**config.mk**
```make
export PLATFORM = sky130hd
export DESIGN_NAME = sgmii_link_monitor
export DESIGN_NICKNAME = d
export VERILOG_FILES = /design/src/rtl/sgmii_mon_pkg.sv /design/src/rtl/sgmii_link_monitor_ch.sv /design/src/rtl/sgmii_link_monitor.sv
export SDC_FILE = /design/constraint.sdc
export NUM_CORES = 1
export LEC_CHECK = 0
export CORE_UTILIZATION = 24
export DETAILED_ROUTE_END_ITERATION = 10
export HOLD_SLACK_MARGIN = 0.12
export PLACE_DENSITY = 0.51
export SETUP_SLACK_MARGIN = 0.1
export SKIP_CTS_REPAIR_TIMING = 1
export SLEW_MARGIN = 20
export SYNTH_ARGS = -nofsm -noshare
export SYNTH_HDL_FRONTEND = slang
export SYNTH_SLANG_ARGS = --single-unit
```
**constraint.sdc**
```tcl
create_clock -name csr_clk_clk -period 5.14 [get_ports csr_clk_clk]
set_input_delay 0.771 -clock csr_clk_clk [delete_from_list [all_inputs] [get_ports csr_clk_clk]]
set_output_delay 0.771 -clock csr_clk_clk [all_outputs]
set_load 0.01 [all_outputs]
```
**src/rtl/sgmii_mon_pkg.sv**
```systemverilog
// Shared constants for the SGMII link monitor: speed codes, CSR layout and
// the strap decoder.
package sgmii_mon_pkg;

  localparam logic [1:0] SPD_10   = 2'b00;
  localparam logic [1:0] SPD_100  = 2'b01;
  localparam logic [1:0] SPD_1000 = 2'b10;
  localparam logic [1:0] SPD_INV  = 2'b11;

  localparam logic [1:0] OFS_STATUS   = 2'd0;
  localparam logic [1:0] OFS_CHAR_ERR = 2'd1;
  localparam logic [1:0] OFS_DISP_ERR = 2'd2;

  localparam logic [5:0] ADDR_INT_STATUS = 6'h20;
  localparam logic [5:0] ADDR_INT_MASK   = 6'h21;

  localparam int unsigned CH_STRIDE = 4;

  // Only a single asserted strap is a valid speed.
  function automatic logic [1:0] decode_speed(input logic s10, input logic s100,
                                              input logic s1000);
    case ({s1000, s100, s10})
      3'b001:  return SPD_10;
      3'b010:  return SPD_100;
      3'b100:  return SPD_1000;
      default: return SPD_INV;
    endcase
  endfunction

endpackage

```
**src/rtl/sgmii_link_monitor_ch.sv**
```systemverilog
// One SGMII channel: link debounce, speed decode, activity stretch and
// saturating code-group error counters with event pulses.
module sgmii_link_monitor_ch
  import sgmii_mon_pkg::*;
#(
  parameter int unsigned DEBOUNCE_CYCLES = 1250000,
  parameter int unsigned STRETCH_CYCLES  = 6250000,
  parameter int unsigned CNT_W           = 16
) (
  input  logic             clk,
  input  logic             rst_n,
  input  logic             link_raw,
  input  logic             set_10,
  input  logic             set_100,
  input  logic             set_1000,
  input  logic             crs,
  input  logic             char_err,
  input  logic             disp_err,
  input  logic             clr_char,
  input  logic             clr_disp,
  output logic             link_up,
  output logic [1:0]       speed_code,
  output logic             led_activity,
  output logic [CNT_W-1:0] char_cnt,
  output logic [CNT_W-1:0] disp_cnt,
  output logic             link_chg,
  output logic             sat
);

  localparam int unsigned DW = $clog2(DEBOUNCE_CYCLES + 1);
  localparam int unsigned SW = $clog2(STRETCH_CYCLES + 1);
  localparam logic [DW-1:0]    DEB_LAST = DW'(DEBOUNCE_CYCLES - 1);
  localparam logic [SW-1:0]    STRETCH  = SW'(STRETCH_CYCLES);
  localparam logic [CNT_W-1:0] CNT_MAX  = '1;

  logic [DW-1:0] deb_cnt;
  logic [SW-1:0] act_cnt;
  logic          char_sat;
  logic          disp_sat;

  // Combinational pulse so the top can set INT_STATUS on the toggling edge.
  assign link_chg = (link_raw != link_up) && (deb_cnt == DEB_LAST);
  assign char_sat = char_err && !clr_char && (char_cnt == CNT_MAX - 1'b1);
  assign disp_sat = disp_err && !clr_disp && (disp_cnt == CNT_MAX - 1'b1);
  assign sat      = char_sat || disp_sat;
  assign led_activity = (act_cnt != '0);

  always_ff @(posedge clk) begin
    if (!rst_n) begin
      deb_cnt <= '0;
      link_up <= 1'b0;
    end else if (link_raw == link_up) begin
      deb_cnt <= '0;
    end else if (link_chg) begin
      deb_cnt <= '0;
      link_up <= ~link_up;
    end else begin
      deb_cnt <= deb_cnt + 1'b1;
    end
  end

  always_ff @(posedge clk) begin
    if (!rst_n) begin
      speed_code <= SPD_INV;
      act_cnt    <= '0;
    end else begin
      speed_code <= decode_speed(set_10, set_100, set_1000);
      if (crs)
        act_cnt <= STRETCH;
      else if (act_cnt != '0)
        act_cnt <= act_cnt - 1'b1;
    end
  end

  always_ff @(posedge clk) begin
    if (!rst_n) begin
      char_cnt <= '0;
      disp_cnt <= '0;
    end else begin
      if (clr_char)
        char_cnt <= '0;
      else if (char_err && char_cnt != CNT_MAX)
        char_cnt <= char_cnt + 1'b1;
      if (clr_disp)
        disp_cnt <= '0;
      else if (disp_err && disp_cnt != CNT_MAX)
        disp_cnt <= disp_cnt + 1'b1;
    end
  end

endmodule

```
**src/rtl/sgmii_link_monitor.sv**
```systemverilog
// Multi-channel SGMII link supervisor: per-channel monitors plus the
// Avalon-MM CSR decode, interrupt status/mask and registered read path.
module sgmii_link_monitor
  import sgmii_mon_pkg::*;
#(
  parameter int unsigned NUM_CH          = 2,
  parameter int unsigned DEBOUNCE_CYCLES = 1250000,
  parameter int unsigned STRETCH_CYCLES  = 6250000,
  parameter int unsigned CNT_W           = 16
) (
  input  logic                csr_clk_clk,
  input  logic                rst_in_reset_n,
  input  logic [NUM_CH-1:0]   sgmii_status_set_10,
  input  logic [NUM_CH-1:0]   sgmii_status_set_100,
  input  logic [NUM_CH-1:0]   sgmii_status_set_1000,
  input  logic [NUM_CH-1:0]   status_led_link,
  input  logic [NUM_CH-1:0]   status_led_crs,
  input  logic [NUM_CH-1:0]   status_led_an,
  input  logic [NUM_CH-1:0]   status_led_char_err,
  input  logic [NUM_CH-1:0]   status_led_disp_err,
  output logic [NUM_CH-1:0]   link_up,
  output logic [2*NUM_CH-1:0] speed_code,
  output logic [NUM_CH-1:0]   led_activity,
  output logic                irq,
  input  logic [5:0]          csr_address,
  input  logic                csr_read,
  input  logic                csr_write,
  input  logic [31:0]         csr_writedata,
  input  logic [3:0]          csr_byteenable,
  output logic [31:0]         csr_readdata,
  output logic                csr_readdatavalid,
  output logic                csr_waitrequest
);

  localparam int unsigned OFS_W = $clog2(CH_STRIDE);
  localparam int unsigned CH_W  = 5 - OFS_W;

  logic [CNT_W-1:0]  char_cnt [NUM_CH];
  logic [CNT_W-1:0]  disp_cnt [NUM_CH];
  logic [NUM_CH-1:0] link_chg, sat, clr_char, clr_disp;
  logic [CH_W-1:0]   ch_sel;
  logic [OFS_W-1:0]  ofs;
  logic              wr_en, rd_en, ch_space;
  logic [15:0]       int_status, events, w1c;
  logic [31:0]       int_mask, rd_mux;

  assign csr_waitrequest = 1'b0;
  assign wr_en    = csr_write && (csr_byteenable == 4'hF);
  assign rd_en    = csr_read && !csr_write;
  assign ch_space = !csr_address[5];
  assign ch_sel   = csr_address[4:OFS_W];
  assign ofs      = csr_address[OFS_W-1:0];

  for (genvar i = 0; i < NUM_CH; i++) begin : g_ch
    localparam logic [CH_W-1:0] CH_ID = CH_W'(i);

    assign clr_char[i] = wr_en && ch_space && ch_sel == CH_ID && ofs == OFS_CHAR_ERR;
    assign clr_disp[i] = wr_en && ch_space && ch_sel == CH_ID && ofs == OFS_DISP_ERR;

    sgmii_link_monitor_ch #(
      .DEBOUNCE_CYCLES(DEBOUNCE_CYCLES),
      .STRETCH_CYCLES (STRETCH_CYCLES),
      .CNT_W          (CNT_W)
    ) u_ch (
      .clk         (csr_clk_clk),
      .rst_n       (rst_in_reset_n),
      .link_raw    (status_led_link[i]),
      .set_10      (sgmii_status_set_10[i]),
      .set_100     (sgmii_status_set_100[i]),
      .set_1000    (sgmii_status_set_1000[i]),
      .crs         (status_led_crs[i]),
      .char_err    (status_led_char_err[i]),
      .disp_err    (status_led_disp_err[i]),
      .clr_char    (clr_char[i]),
      .clr_disp    (clr_disp[i]),
      .link_up     (link_up[i]),
      .speed_code  (speed_code[2*i +: 2]),
      .led_activity(led_activity[i]),
      .char_cnt    (char_cnt[i]),
      .disp_cnt    (disp_cnt[i]),
      .link_chg    (link_chg[i]),
      .sat         (sat[i])
    );
  end

  assign events = {8'(sat), 8'(link_chg)};
  assign w1c    = (wr_en && csr_address == ADDR_INT_STATUS) ? csr_writedata[15:0] : '0;

  // New events are OR'd in after the W1C mask so a same-cycle set wins.
  always_ff @(posedge csr_clk_clk) begin
    if (!rst_in_reset_n) begin
      int_status <= '0;
      int_mask   <= '0;
      irq        <= 1'b0;
    end else begin
      int_status <= (int_status & ~w1c) | events;
      if (wr_en && csr_address == ADDR_INT_MASK)
        int_mask <= csr_writedata;
      irq <= |(int_status & int_mask[15:0]);
    end
  end

  always_comb begin
    rd_mux = '0;
    if (csr_address == ADDR_INT_STATUS) begin
      rd_mux = 32'(int_status);
    end else if (csr_address == ADDR_INT_MASK) begin
      rd_mux = int_mask;
    end else if (ch_space) begin
      for (int unsigned i = 0; i < NUM_CH; i++) begin
        if (ch_sel == CH_W'(i)) begin
          case (ofs)
            OFS_STATUS:   rd_mux = {27'b0, led_activity[i], status_led_an[i],
                                    speed_code[2*i +: 2], link_up[i]};
            OFS_CHAR_ERR: rd_mux = 32'(char_cnt[i]);
            OFS_DISP_ERR: rd_mux = 32'(disp_cnt[i]);
            default:      rd_mux = '0;
          endcase
        end
      end
    end
  end

  always_ff @(posedge csr_clk_clk) begin
    if (!rst_in_reset_n) begin
      csr_readdatavalid <= 1'b0;
      csr_readdata      <= '0;
    end else begin
      csr_readdatavalid <= rd_en;
      csr_readdata      <= rd_en ? rd_mux : '0;
    end
  end

endmodule

```
### Yosys cells after proc, flatten, opt, wreduce, memory -nomap -nowiden

Cells that the tools add are included.

| word-level totals | value |
|---|---|
| register bits | 240 |
| word-level logic and storage cells | 130 |
| input bits | 62 |
| output and inout bits | 43 |

| cells by class | value |
|---|---|
| reductions and logical operators | 52 |
| $add $sub $neg | 8 |
| equality and inequality tests | 26 |
| multiplexer cells | 14 |
| bitwise logic cells | 10 |

Operators by type and width:

| operator | number |
|---|---|
| 32-bit two-way mux | 3 |
| 16-bit one-hot mux with 3 select lines | 2 |
| 23-bit two-way mux | 4 |
| 16-bit by 1-bit adder with 16-bit output (second input constant) | 4 |
| 16-bit equality test (second input constant) | 4 |
| 16-bit inequality test (second input constant) | 4 |
| 16-bit two-way mux | 3 |
| 23-bit nonzero test | 2 |
| 23-bit by 1-bit subtractor with 23-bit output (second input constant) | 2 |
| 21-bit by 1-bit adder with 21-bit output (second input constant) | 2 |
| 21-bit equality test (second input constant) | 2 |
| 16-bit AND | 2 |
| 1-bit logical AND | 25 |
| 16-bit NOT | 1 |
| 16-bit by 10-bit OR with 16-bit output | 1 |
| 16-bit OR reduction | 1 |
| 6-bit equality test (second input constant) | 2 |
| 2-bit one-hot mux with 3 select lines | 2 |
| 2-bit OR reduction | 6 |
| 3-bit by 1-bit equality test with 1-bit output (second input constant) | 3 |
| 3-bit OR reduction | 3 |
| 3-bit by 2-bit equality test with 1-bit output (second input constant) | 2 |
| 3-bit equality test (second input constant) | 2 |
| 1-bit logical NOT | 6 |
| 11 further kinds | 22 |

### Logic depth before layout (Yosys ltp)

Gate-level depths: netlist of the first run.

| logic depth | value |
|---|---|
| depth in word-level cells | 10 |
| depth in mapped cells | 10 |
| depth with buffers taken out | 7 |

### Cells and area by module

Synthesis of the first run repeated with hierarchy kept, for this count alone.

| second synthesis, totals | value |
|---|---|
| cells, all modules | 1,304 |
| area total of the unflattened synthesis | 11,308.3 um^2 |

Modules (own cells, without submodules):

| module | seq. area each (um^2) | cells each | times used | area an instance (um^2) |
|---|---|---|---|---|
| sgmii_link_monitor_ch | 1,581.5 | 445 | 2 | 3,865.0 |
| sgmii_link_monitor | 1,641.6 | 414 | 1 | 3,578.4 |

### Worst setup path after synthesis of the first run

No wires, ideal clock.

| path | value |
|---|---|
| path kind | in2reg |
| from | input port csr_address[4] |
| to | register int_status[10] |
| buffers on the path | 1 |
| setup time | 0.128 ns |
| required time | 5.012 ns |
| cell stages on the path | 4 |
| arrival | 2.513 ns |
| setup slack | 2.499 ns |
| path through | or4b_2 -> nor4_1 -> clkbuf_1 -> a21oi_1 |

| on the way | value |
|---|---|
| longest elaborated chain between the ends | 6 |

RTL lines:

| item | line | text |
|---|---|---|
| from (decl) | sgmii_link_monitor.sv:25 | `input logic [5:0] csr_address,` |
| 6-bit equality test | sgmii_link_monitor.sv:87 | `assign w1c = (wr_en && csr_address == ADDR_INT_STATUS) ? csr_writedata[15:0] : '0;` |
| 1-bit logical AND | sgmii_link_monitor.sv:87 |  |
| 16-bit two-way mux | sgmii_link_monitor.sv:87 |  |
| 16-bit NOT | sgmii_link_monitor.sv:96 | `int_status <= (int_status & ~w1c) \| events;` |
| 16-bit AND | sgmii_link_monitor.sv:96 |  |
| 16-bit by 10-bit OR with 16-bit output | sgmii_link_monitor.sv:96 |  |
| to (signal assigned) | sgmii_link_monitor.sv:96 |  |
| to (decl) | sgmii_link_monitor.sv:44 | `logic [15:0] int_status, events, w1c;` |

Every way passes these cells.
A chain may end at the register's enable or synchronous reset.

### Final worst setup path of the first run

| path | value |
|---|---|
| from | register g_ch[1].u_ch.act_cnt[3] |
| to | output port led_activity[1] |

| on the way | value |
|---|---|
| longest elaborated chain between the ends | 1 |

RTL lines:

| item | line | text |
|---|---|---|
| from (decl) | sgmii_link_monitor_ch.sv:37 | `logic [SW-1:0] act_cnt;` |
| from (signal assigned) | sgmii_link_monitor_ch.sv:71 | `act_cnt <= act_cnt - 1'b1;` |
| 23-bit nonzero test | sgmii_link_monitor_ch.sv:46 | `assign led_activity = (act_cnt != '0);` |
| to (decl) | sgmii_link_monitor.sv:23 | `output logic [NUM_CH-1:0] led_activity,` |

Every way passes these cells.

==> impl.org, run 1 <==
** Route
- Summing over every cut layer, the via total after detailed routing is 9,478.
- For this block, the initial DRC count from the detailed router was 709.
- Remaining DRCs :: 0
- For this block, the routed nets add up to 31,300 microns of wire.
- Vias per cell :: 4.78
- Dividing the detail-routed wire length by the instance count gives 15.8 microns.
- For this run, the detailed router's first-pass iteration total came to 5.
- Post-DRT Antenna Nets :: 0

** Placement
- Final weighted congestion in routability-driven placement :: 0.828
- OpenSTA, run right after detailed placement, puts the worst setup slack at 1.26 ns.
- In this run the tool buffered the top-level ports with 103 buffer cells.
- The wire-length estimate of the detail-placed layout is 22,600 microns.

** Pwr
- Across the VDD grid, the largest voltage drop is 209 uV.
- The design draws 4410 uW.
- Sw frac :: 0.239
- Cell internal power was estimated by the tool at 3360 uW.
- Switching power :: 1060 uW
- The share of total power dissipated in combinational logic is 0.077.
- Power per cell area :: 326 nW/um^2
- The share of total power dissipated in sequential elements is 0.441.
- Portion of total power attributed to the clock network :: 0.483
- Static Leak :: 0.00457 uW

** Yosys
- Yosys printed 0 warnings.
- By count the netlist is led by sky130_fd_sc_hd__dfxtp_1, sky130_fd_sc_hd__nor2_1, sky130_fd_sc_hd__nand2_1, sky130_fd_sc_hd__a21oi_1, sky130_fd_sc_hd__xor2_1.
- Synth Instances :: 1,288
- In this run, synthesis produced a sequential element count of 240.
- After synthesis, the netlist uses 60 different library cells.
- Yosys instantiated no cell more often than sky130_fd_sc_hd__dfxtp_1.
- Leading register cell type out of synthesis :: sky130_fd_sc_hd__dfxtp_1
- Avg Synthesized Cell Area :: 8.46 sq um
- Summed over all instances, the cell type with the most area after synthesis is sky130_fd_sc_hd__dfxtp_1.
- Part of the Yosys area used for sequential elements :: 0.441
- The cell area that synthesis handed to floorplanning was 10,900 sq um.
- When the netlist entered floorplanning its net count stood at 1,364.
- Async SR Flop Fraction :: 0
- Proportion of netlist area held by the largest area contributor :: 0.441
- Number of flops mapped to enable cells by yosys :: 0
- Sorting the synthesized cells by area gives the leading types as sky130_fd_sc_hd__dfxtp_1, sky130_fd_sc_hd__a21oi_1, sky130_fd_sc_hd__xor2_1, sky130_fd_sc_hd__nor2_1, sky130_fd_sc_hd__nand2_1.

** Job
- MaxCap Viol Count :: 0

** Global routing
- The via count of the first global-routing pass came to 8,926.
- Number of antenna violations at the first check in global routing :: 1
- Across every metal layer, demand over resource in global routing totals 0.132.
- Sum of overflow across all layers after global routing :: 0
- Entering global routing, the biggest net connects 35 pins.
- Wire length of the first global-routing pass :: 49,600 microns

** Timing
- Setup violations remaining at the end of the flow were counted as 0.
- Setup ws final :: 1.24 ns
- For the final database, setup skew stands at 0.0115 ns.
- Setup repair after global routing left no endpoint under its margin.
- The final count of hold timing violations is 0.
- The total count of max-transition violations in the final report was 0.
- Period minus WS final :: 3.90 ns
- The tightest hold path in the finished design has a slack of 0.449 ns.
- Relative slew slack :: 0.415
- Of the available clock period, the critical path in the final layout requires 0.760.
- For this run, the top clock speed supported by timing is 256 MHz.
- Slew at the pin closest to its max-slew limit :: 0.865 ns
- Total negative slack :: 0 ns

** Clock network
- CTS built an H-tree with a depth of 1.
- In this run the deepest clock path goes through 3 buffers.
- Clock-pin slew of the registers on the worst-case setup and hold paths :: 0.06 ns
- TritonCTS clock tree :: built
- The tree is rooted in a sky130_fd_sc_hd__clkbuf_16.
- Clock Sink Count :: 240
- Number of buffers inserted during clock tree synthesis :: 27
- The later pin in the worst-skew pair is clocked with a latency of 0.55 ns.

** Floorplan
- Total core area :: 44,500 sq um
- In this run the horizontal extent of the chip is 215 microns.
- The die covers 46,200 sq um.
- Effective utilization at floorplan :: 0.245
- 105 I/O pins were placed.
- DIE HEIGHT :: 215 microns
- After floorplanning, the core was divided into 77 placement rows.

** Layout
- Compared with the post-synthesis result, the final layout area differs by 24.3%.
- Of the cells placed in the final design, the portion with a size suffix greater than 1 is 0.0633.
- Once layout is complete, the utilization of the core stands at 0.304.
- At the end of the flow, the number of nets in the layout was 1,445.

** Critical path
- Highest net fanout along the worst path :: 6
- The worst setup path is launched from a flip-flop.
- For the worst setup path, the data arrival time is 3.13 ns.
- R2R Setup Slk :: 2.23 ns
- The worst register-to-register path begins at g_ch[0].u_ch.act_cnt[13].
- Crit. End Element :: primary output
- Data required time at the worst endpoint :: 4.37 ns
- Crit path kind :: reg2out
- Worst reg2reg path depth :: 5
- Capturing point of the worst reg2reg path :: csr_readdata[4]

** Outcome
- Run status :: complete, no violations

** Hold path
- For hold timing, the worst endpoint is int_mask[18].
- The startpoint identified for the worst hold timing path is int_mask[18].
- Path type of the worst min-delay path :: reg2reg
- Hold Path Cell Cnt :: 2
-- state kept, by name, summed over array words and instances, names as in the netlist --
name and count:
g_ch.u_ch.speed_code 4, g_ch.u_ch.char_cnt 32, g_ch.u_ch.deb_cnt 42, int_mask 32, g_ch.u_ch.act_cnt 46, csr_readdatavalid 1
g_ch.u_ch.link_up 2, csr_readdata 32, g_ch.u_ch.disp_cnt 32, irq 1, int_status 16
-- power groups by stage --
stage	clock [uW]	sequential (uW)	combinational, uW
floorplan	0	1970	215
global placement	0	1980	336
detailed placement	0	1980	339
CTS	2180	1940	342
global route	2270	1950	379
finish	2130	1940	339
-- how the worst max path moves through the flow --
stage                            start              end  slack (ns)  cells after the start
2_1_floorplan           csr_address[4]   int_status[10]        2.50                      4
3_3_place_gp            csr_address[2]     int_mask[11]        1.31                      8
3_5_place_dp            csr_address[2]     int_mask[23]        1.26                      8
4_1_cts        g_ch[1].u_ch.act_cnt[3]  led_activity[1]        1.22                      4
5_1_grt        g_ch[1].u_ch.act_cnt[3]  led_activity[1]        1.14                      4
6_report       g_ch[1].u_ch.act_cnt[3]  led_activity[1]        1.24                      4
-- layout make-up --
class	count	area (sq um)
clock buffer	31	721
fill	4785	31000
sequential	240	4800
antenna	1	2.50
timing repair buffer	122	1170
multi-input combinational	950	5720
tap	592	741
inverter	28	105
clock inverter	19	269
-- kinds of logic after synthesis --
family,Yosys count,synth area share
other,1,0.000344
xor gates and xnor gates,120,0.0965
DFF,240,0.441
muxes,14,0.0130
and+or+nand+nor,542,0.250
AOI/OAI and AO/OA,259,0.147
buffers and inverters,98,0.0357
adders and majority gates,14,0.0161
-- cell usage in the layout (no fill, tap or decap), types with 27 or more instances in the layout --
cell / n
sky130_fd_sc_hd__o21ai_0: 34
sky130_fd_sc_hd__nor3_1: 28
sky130_fd_sc_hd__nand2_1: 134
sky130_fd_sc_hd__nand3_1: 41
sky130_fd_sc_hd__and3_1: 38
sky130_fd_sc_hd__clkdlybuf4s50_1: 103
sky130_fd_sc_hd__nand4_1: 45
sky130_fd_sc_hd__a21oi_1: 117
sky130_fd_sc_hd__clkbuf_16: 27
sky130_fd_sc_hd__dfxtp_1: 240
sky130_fd_sc_hd__nor2_1: 147
sky130_fd_sc_hd__xnor2_1: 56
sky130_fd_sc_hd__xor2_1: 64
-- per-layer routing --
layer  GRT usage  routed length [microns]  share of wire  vias up
li1            -                        -              -     4743
met1       0.187                    15200           0.49     4480
met2       0.201                    13300           0.43      214
met3      0.0310                     2000          0.064       41
met4      0.0352                      756          0.024        0
met5           0                        0              0        -
-- critical path: stages (launching register included) --
cell and delay (ns):
sky130_fd_sc_hd__dfxtp_1 0.36, sky130_fd_sc_hd__or4_1 0.61, sky130_fd_sc_hd__nor4b_2 0.58, sky130_fd_sc_hd__nand3_1 0.43, sky130_fd_sc_hd__clkdlybuf4s50_1 0.60
-- stage by stage --
step | area, sq um | instances
2_1_floorplan | 10900 | 1288
3_3_place_gp | 12500 | 1932
3_5_place_dp | 12500 | 1932
4_1_cts | 13500 | 1982
5_1_grt | 13500 | 1983
6_report | 13500 | 1983
Note: power is estimated with default switching activity, not from simulation.
==> inputs of run 2 (changes only) <==
- clock period: 5.14 -> 4 ns (I/O delays scaled with it)
==> run 2 against run 1 <==
  * Critical path depth is the same
  * Flip-flop and latch count is the same
  * Critical path type unchanged
  * Power increased by 28%
  * Register-to-register slack worse by 1.2 ns
  * Via count shrank 0.64%
  * Non-clock buffer count is 3 higher
  * Largest cell class unchanged
  * Clock power grew 28%
  * Final cell count increased by 0.10%
  * Count of clock-buffer cells in the layout up 9
==> impl.org, run 2 (synthesis gave the netlist of run 1 again) <==
** Layout
- At the end of the flow, the number of nets in the layout was 1,448.
- Of the cells placed in the final design, the portion with a size suffix greater than 1 is 0.0625.
- Antenna diode count :: 0
- Compared with the post-synthesis result, the final layout area differs by 24.5%.
- Max FFs per register :: 46
- Leaving out fill and tap cells, the most frequent cell in the layout is sky130_fd_sc_hd__dfxtp_1.
- The library cells used most frequently in the layout, excluding fill and tap cells, are sky130_fd_sc_hd__dfxtp_1, sky130_fd_sc_hd__nor2_1, sky130_fd_sc_hd__nand2_1.
- Largest regs :: g_ch.u_ch.act_cnt: 46 flops, g_ch.u_ch.deb_cnt: 42 flops
- Counting flops per register, the top entry is g_ch.u_ch.act_cnt.

** Clock network
- Clock latency on the worst-skew pair, taken at its later pin, is 0.57 ns.
- After clock tree synthesis, the clock-pin slew on the worst setup and hold paths is 0.06 ns.
- TritonCTS built the clock tree.
- CTS built an H-tree with a depth of 1.
- In this run the deepest clock path goes through 3 buffers.
- Clock tree root buffer cell :: sky130_fd_sc_hd__clkbuf_16
- Number of buffers inserted during clock tree synthesis :: 27
- Counting every sink on the clock net gives 240.

** Route
- For this block, the via count after detailed routing is 9,417.
- Post-DRT Antenna Nets :: 0
- In the final routed layout, each cell accounts on average for 15.7 microns.
- After detailed routing, the number of vias per cell comes to 4.74.
- For this run, design rule violations remaining after detail routing come to 0.
- The first detailed-routing pass took 5 iterations.
- Routed met1 length :: 15,900 microns
- The highest metal layer carrying signal wires in the routed design is met4.
- Iteration-0 DRC count of the detailed router :: 746
- Detailed routing placed a total of 1510 microns of wire on met3.
- Wire segments on met2 add up to 13,400 microns in the final route.
- The final layout contains routed wiring with a total length of 31,300 microns.

** Floorplan
- In this run the vertical extent of the chip is 215 microns.
- The die covers 46,200 sq um.
- The floorplan has 77 rows.
- I/O pin count :: 105
- In this run the horizontal extent of the chip is 215 microns.
- Effective utilization at floorplan :: 0.245
- Total core area :: 44,500 sq um

** Critical path
- Along the worst path, the maximum fanout reaches 6.
- STA puts the critical path data required time at 3.40 ns.
- The critical path is of the reg2out type.
- In this run the critical register-to-register path is launched from g_ch[0].u_ch.act_cnt[13].
- The endpoint identified for the worst register-to-register timing path is csr_readdata[4].
- Worst reg2reg path depth :: 5
- Crit. End Element :: primary output
- Signal arrival time at the worst endpoint :: 3.00 ns
- Element type at the critical path start :: flip-flop
- The worst register-to-register path has a setup slack of 1.07 ns.

** Pwr
- Of the total power, the clock network draws 0.481.
- Internal power comes to 4300 uW.
- Of the total power, the share spent switching nets is 0.239.
- Of the total power, combinational logic draws 0.078.
- The analysis attributes to cell leakage a power of 0.00459 uW.
- The share of total power dissipated in sequential elements is 0.441.
- For this design the total switching power over the nets is 1350 uW.
- IR analysis of the VDD net gives a maximum drop of 243 uV.
- Power spread over the standard cell area amounts to 417 nW/um^2.

** Timing
- Relative slew slack :: 0.399
- For the pin with the worst max-slew slack, the measured transition is 0.889 ns.
- Total negative slack :: 0 ns
- Of the available clock period, the critical path in the final layout requires 0.901.
- Final count of pins violating max slew :: 0
- Between clock sinks in the finished design, the worst skew comes to 0.0340 ns.
- The clock period could shrink to 3.60 ns.
- For this run, the top clock speed supported by timing is 277 MHz.
- RSZ-0062 raised after global routing :: no
- The final count of hold timing violations was 0.
- Worst hold slack after final layout :: 0.448 ns
- Setup violations remaining at the end of the flow were counted as 0.

** Global routing
- Wire length of the first global-routing pass :: 49,500 microns
- The via count of the first global-routing pass came to 8,883.
- Sum of overflow across all layers after global routing :: 0
- Number of antenna violations at the first check in global routing :: 1
- Maximum number of pins on one net before global-route repair :: 37
- GR Util All Layers :: 0.132

** Placement
- Routability-driven placement finished with a final weighted congestion of 0.838.
- The wire-length estimate of the detail-placed layout is 22,500 microns.
- During placement, the flow inserted port buffers numbering 103.

** Hold path
- Hold Path Cell Cnt :: 2
- Worst hold endpoint :: int_mask[18]
- HP Start :: int_mask[18]
- Path type of the worst min-delay path :: reg2reg

** Job
- MaxCap Viol Count :: 0

** Outcome
- Run status :: complete, no violations
[run 2: changes by cell type in the layout (fill, tap and decap cells not counted), sizes merged]
cell	delta
diode	-1
clkinvlp	-4
clkbuf	+9
bufinv	-2
clkinv	-4
buf	+3
inv	+1
[run 2: layout make-up]
class | count | area [sq um]
clock inverter | 10 | 175
clock buffer | 40 | 815
inverter | 28 | 105
timing repair buffer | 125 | 1200
multi-input combinational | 950 | 5720
tap | 592 | 741
sequential | 240 | 4800
fill | 4720 | 31000
[run 2: how the worst max path moves through the flow]
stage / slack [ns] / start / to / depth (start not counted)
after floorplan: 1.51 / g_ch[0].u_ch.act_cnt[13] / csr_readdata[4] / 7
after global placement: 0.93 / g_ch[1].u_ch.act_cnt[4] / led_activity[1] / 4
after detailed placement: 0.87 / csr_address[4] / int_status[9] / 6
after CTS: 0.36 / g_ch[1].u_ch.act_cnt[4] / led_activity[1] / 4
after global routing: 0.24 / g_ch[1].u_ch.act_cnt[3] / led_activity[1] / 4
final: 0.40 / g_ch[1].u_ch.act_cnt[3] / led_activity[1] / 4
[run 2: worst max-delay path: stages, from the launching register on]
cell and delay, ns:
sky130_fd_sc_hd__dfxtp_1 0.35, sky130_fd_sc_hd__or4_1 0.61, sky130_fd_sc_hd__nor4b_2 0.52, sky130_fd_sc_hd__nand3_1 0.37, sky130_fd_sc_hd__clkdlybuf4s50_1 0.59
[run 2: metrics by stage]
| stage | std cells | power (uW) | setup slack (ns) | cell area [sq um] | util |
|---|---|---|---|---|---|
| finish | 1985 | 5660 | 0.396 | 13600 | 0.305 |
| floorplan | 1288 | 2810 | 1.51 | 10900 | - |
| CTS | 1985 | 5730 | 0.357 | 13600 | 0.305 |
| detailed placement | 1935 | 2990 | 0.865 | 12600 | 0.282 |
| global placement | 1935 | 2980 | 0.929 | 12600 | 0.282 |
| global route | 1985 | 5890 | 0.244 | 13600 | 0.305 |
[run 2: layer usage]
layer	global-route usage	vias to the layer above
met5	0	-
met4	0.0222	0
met3	0.0224	35
met2	0.204	202
met1	0.194	4428
li1	-	4752
[run 2: power by group through the flow]
stage / sequential (uW) / clock (uW) / combinational, uW
global placement: 2550 / 0 / 438
floorplan: 2530 / 0 / 276
finish: 2500 / 2720 / 442
global route: 2500 / 2900 / 490
CTS: 2490 / 2790 / 445
detailed placement: 2550 / 0 / 442
==> RTL change, RTL diff (flow settings as in run 1) <==
`CNT_W` is set to 16 in 2 places; all go to 14.
--- a/src/rtl/sgmii_link_monitor_ch.sv
+++ b/src/rtl/sgmii_link_monitor_ch.sv
@@ -7,3 +7,3 @@
   parameter int unsigned STRETCH_CYCLES  = 6250000,
-  parameter int unsigned CNT_W           = 16
+  parameter int unsigned CNT_W           = 14
 ) (
--- a/src/rtl/sgmii_link_monitor.sv
+++ b/src/rtl/sgmii_link_monitor.sv
@@ -8,3 +8,3 @@
   parameter int unsigned STRETCH_CYCLES  = 6250000,
-  parameter int unsigned CNT_W           = 16
+  parameter int unsigned CNT_W           = 14
 ) (
Function: same outputs for any inputs over 4 cycles, from zero or initial values and one cycle with rst_in_reset_n low; that may be too few to reach the edited logic, so the function may still have changed.
==> RTL change against run 1 <==
Hold slack worse by 0.00083 ns; setup slack worse by 0.068 ns; sequential power is 3% lower; area after synthesis is 3.1% lower; power is 1.2% lower; cell area is 2.9% lower; sequential cell count is 8 lower; routed wire length is 5.5% lower; critical path depth stayed put; critical endpoint is now led_activity[0]; largest power group unchanged.
==> RTL change: results (changes against run 1) <==
[logic_synthesis]
synth_mux_area_frac=0.0104  ; -0.00254
synth_fa_ha_area_frac=0.0166  ; +0.000523
async_reset_ff_frac=0  ; unchanged
yosys-top-cells-area=dfxtp_1, xnor2_1, nor2_1, nand2_1, xor2_1
syn_nets=1307  ; -4.2%
synthTopCellsByCount=dfxtp_1, nor2_1, nand2_1
synth_xor_area_frac=0.0980  ; +0.00148
synth_compound_gate_area_share=0.152  ; +0.00490
synth_ff_type=dfxtp_1
ys_seq_area_frac=0.440  ; -0.000844
synth_cell_types=62  ; +3.3%

[layout]
drive_gt1_frac=0.0646  ; +0.00130
n_fill_cell=4595  ; -4.0%
top_regs=g_ch.u_ch.act_cnt (46), g_ch.u_ch.deb_cnt (42)
antennaDiodeCount=0  ; -1
final_nets=1385  ; -4.2%

[timing]
setup_viol=0  ; unchanged
whs_ns=0.448  ; -0.000831 ns
clock_skew_ns=0.00934  ; -0.00213 ns
worstMarginPinSlew_ns=1.05  ; +0.185 ns

[cts]
cts-htree-levels=1  ; unchanged
numCtsBuffers=28  ; +3.7%
root_buffer=clkbuf_16
clk_path_buf_depth=3  ; unchanged
clk_pin_slew_ns=0.06  ; about the same

[pwr]
swShare=0.240  ; +0.000441
vdd_ir_drop_max_v=0.000237  ; +13%
leakagePower_uw=0.00442  ; -3.1%

[worst_setup_path]
r2r_slack_ns=2.60  ; +0.37 ns
slowest_delay_ns=0.65  ; +0.04 ns
cpLargestDelayFamily=simple AND/OR/NAND/NOR gates
cp_max_fo=10  ; +4
cp_slowest_cell=nor2b_1

[place]
hpwl_um=21200  ; -6.1%
numPortBuffers=103  ; unchanged
routabilityCongestion=0.818  ; -1.2%

[route]
drt_iter0_drc=536  ; -24%
vias=9025  ; -4.8%
dr.pass1.iters=6  ; +1
wl_um=29600  ; -5.5%

[run_status]
status=finished, final reports clean

[global_route]
grt_usage=0.131  ; -0.00154
grt_pass1_wl_um=46700  ; -5.8%
grt_pass1_vias=8432  ; -5.5%
antenna_found_initial=0  ; -1
grt_start_max_net_pins=60  ; +71%

[min_path]
hold_class=register to register

[RTL change: power by group through the flow]
stage | logic, µW | registers, µW | clock network (µW)
finish | 332 | 1880 | 2150
global route | 370 | 1880 | 2290
CTS | 335 | 1880 | 2210
detailed placement | 334 | 1920 | 0
global placement | 331 | 1920 | 0
floorplan | 217 | 1910 | 0
[RTL change: layout make-up]
cell class	instances	area, µm²	share of cell area
multi-input combinational	904	5540	0.421
sequential	232	4640	0.353
timing repair buffer	116	1120	0.0854
tap	585	732	0.0557
clock buffer	32	726	0.0552
clock inverter	20	285	0.0217
inverter	27	101	0.00771
[RTL change: metrics by stage]
step / area, µm² / worst slack, ns / cells / util
after detailed placement: 12100 / 1.24 / 1864 / 0.281
after global routing: 13200 / 0.971 / 1916 / 0.305
after CTS: 13200 / 1.13 / 1916 / 0.305
after global placement: 12100 / 1.31 / 1864 / 0.281
after floorplan: 10500 / 2.44 / 1231 / -
final: 13200 / 1.17 / 1916 / 0.305
[RTL change: layer usage]
layer  track usage  wire (µm)  up-vias
met5             0          0        -
met4        0.0397        835        0
met3        0.0206       1360       48
met2         0.202      12800      190
met1         0.186      14600     4241
li1              -          -     4546
[RTL change: final timing paths]
check	start	endpoint	depth (start not counted)
setup / recovery	g_ch[0].u_ch.act_cnt[9]	led_activity[0]	4
hold / removal	int_status[6]	int_status[6]	2
setup reg to reg	g_ch[0].u_ch.act_cnt[9]	g_ch[0].u_ch.act_cnt[21]	5
hold reg to reg	int_status[6]	int_status[6]	2
[RTL change: kinds of logic after synthesis]
family / after synthesis
compound gates: 237
xor+xnor: 118
fa+ha+maj: 14
buf+inv: 95
flops: 232
mux: 10
other cells: 1
simple gates: 524
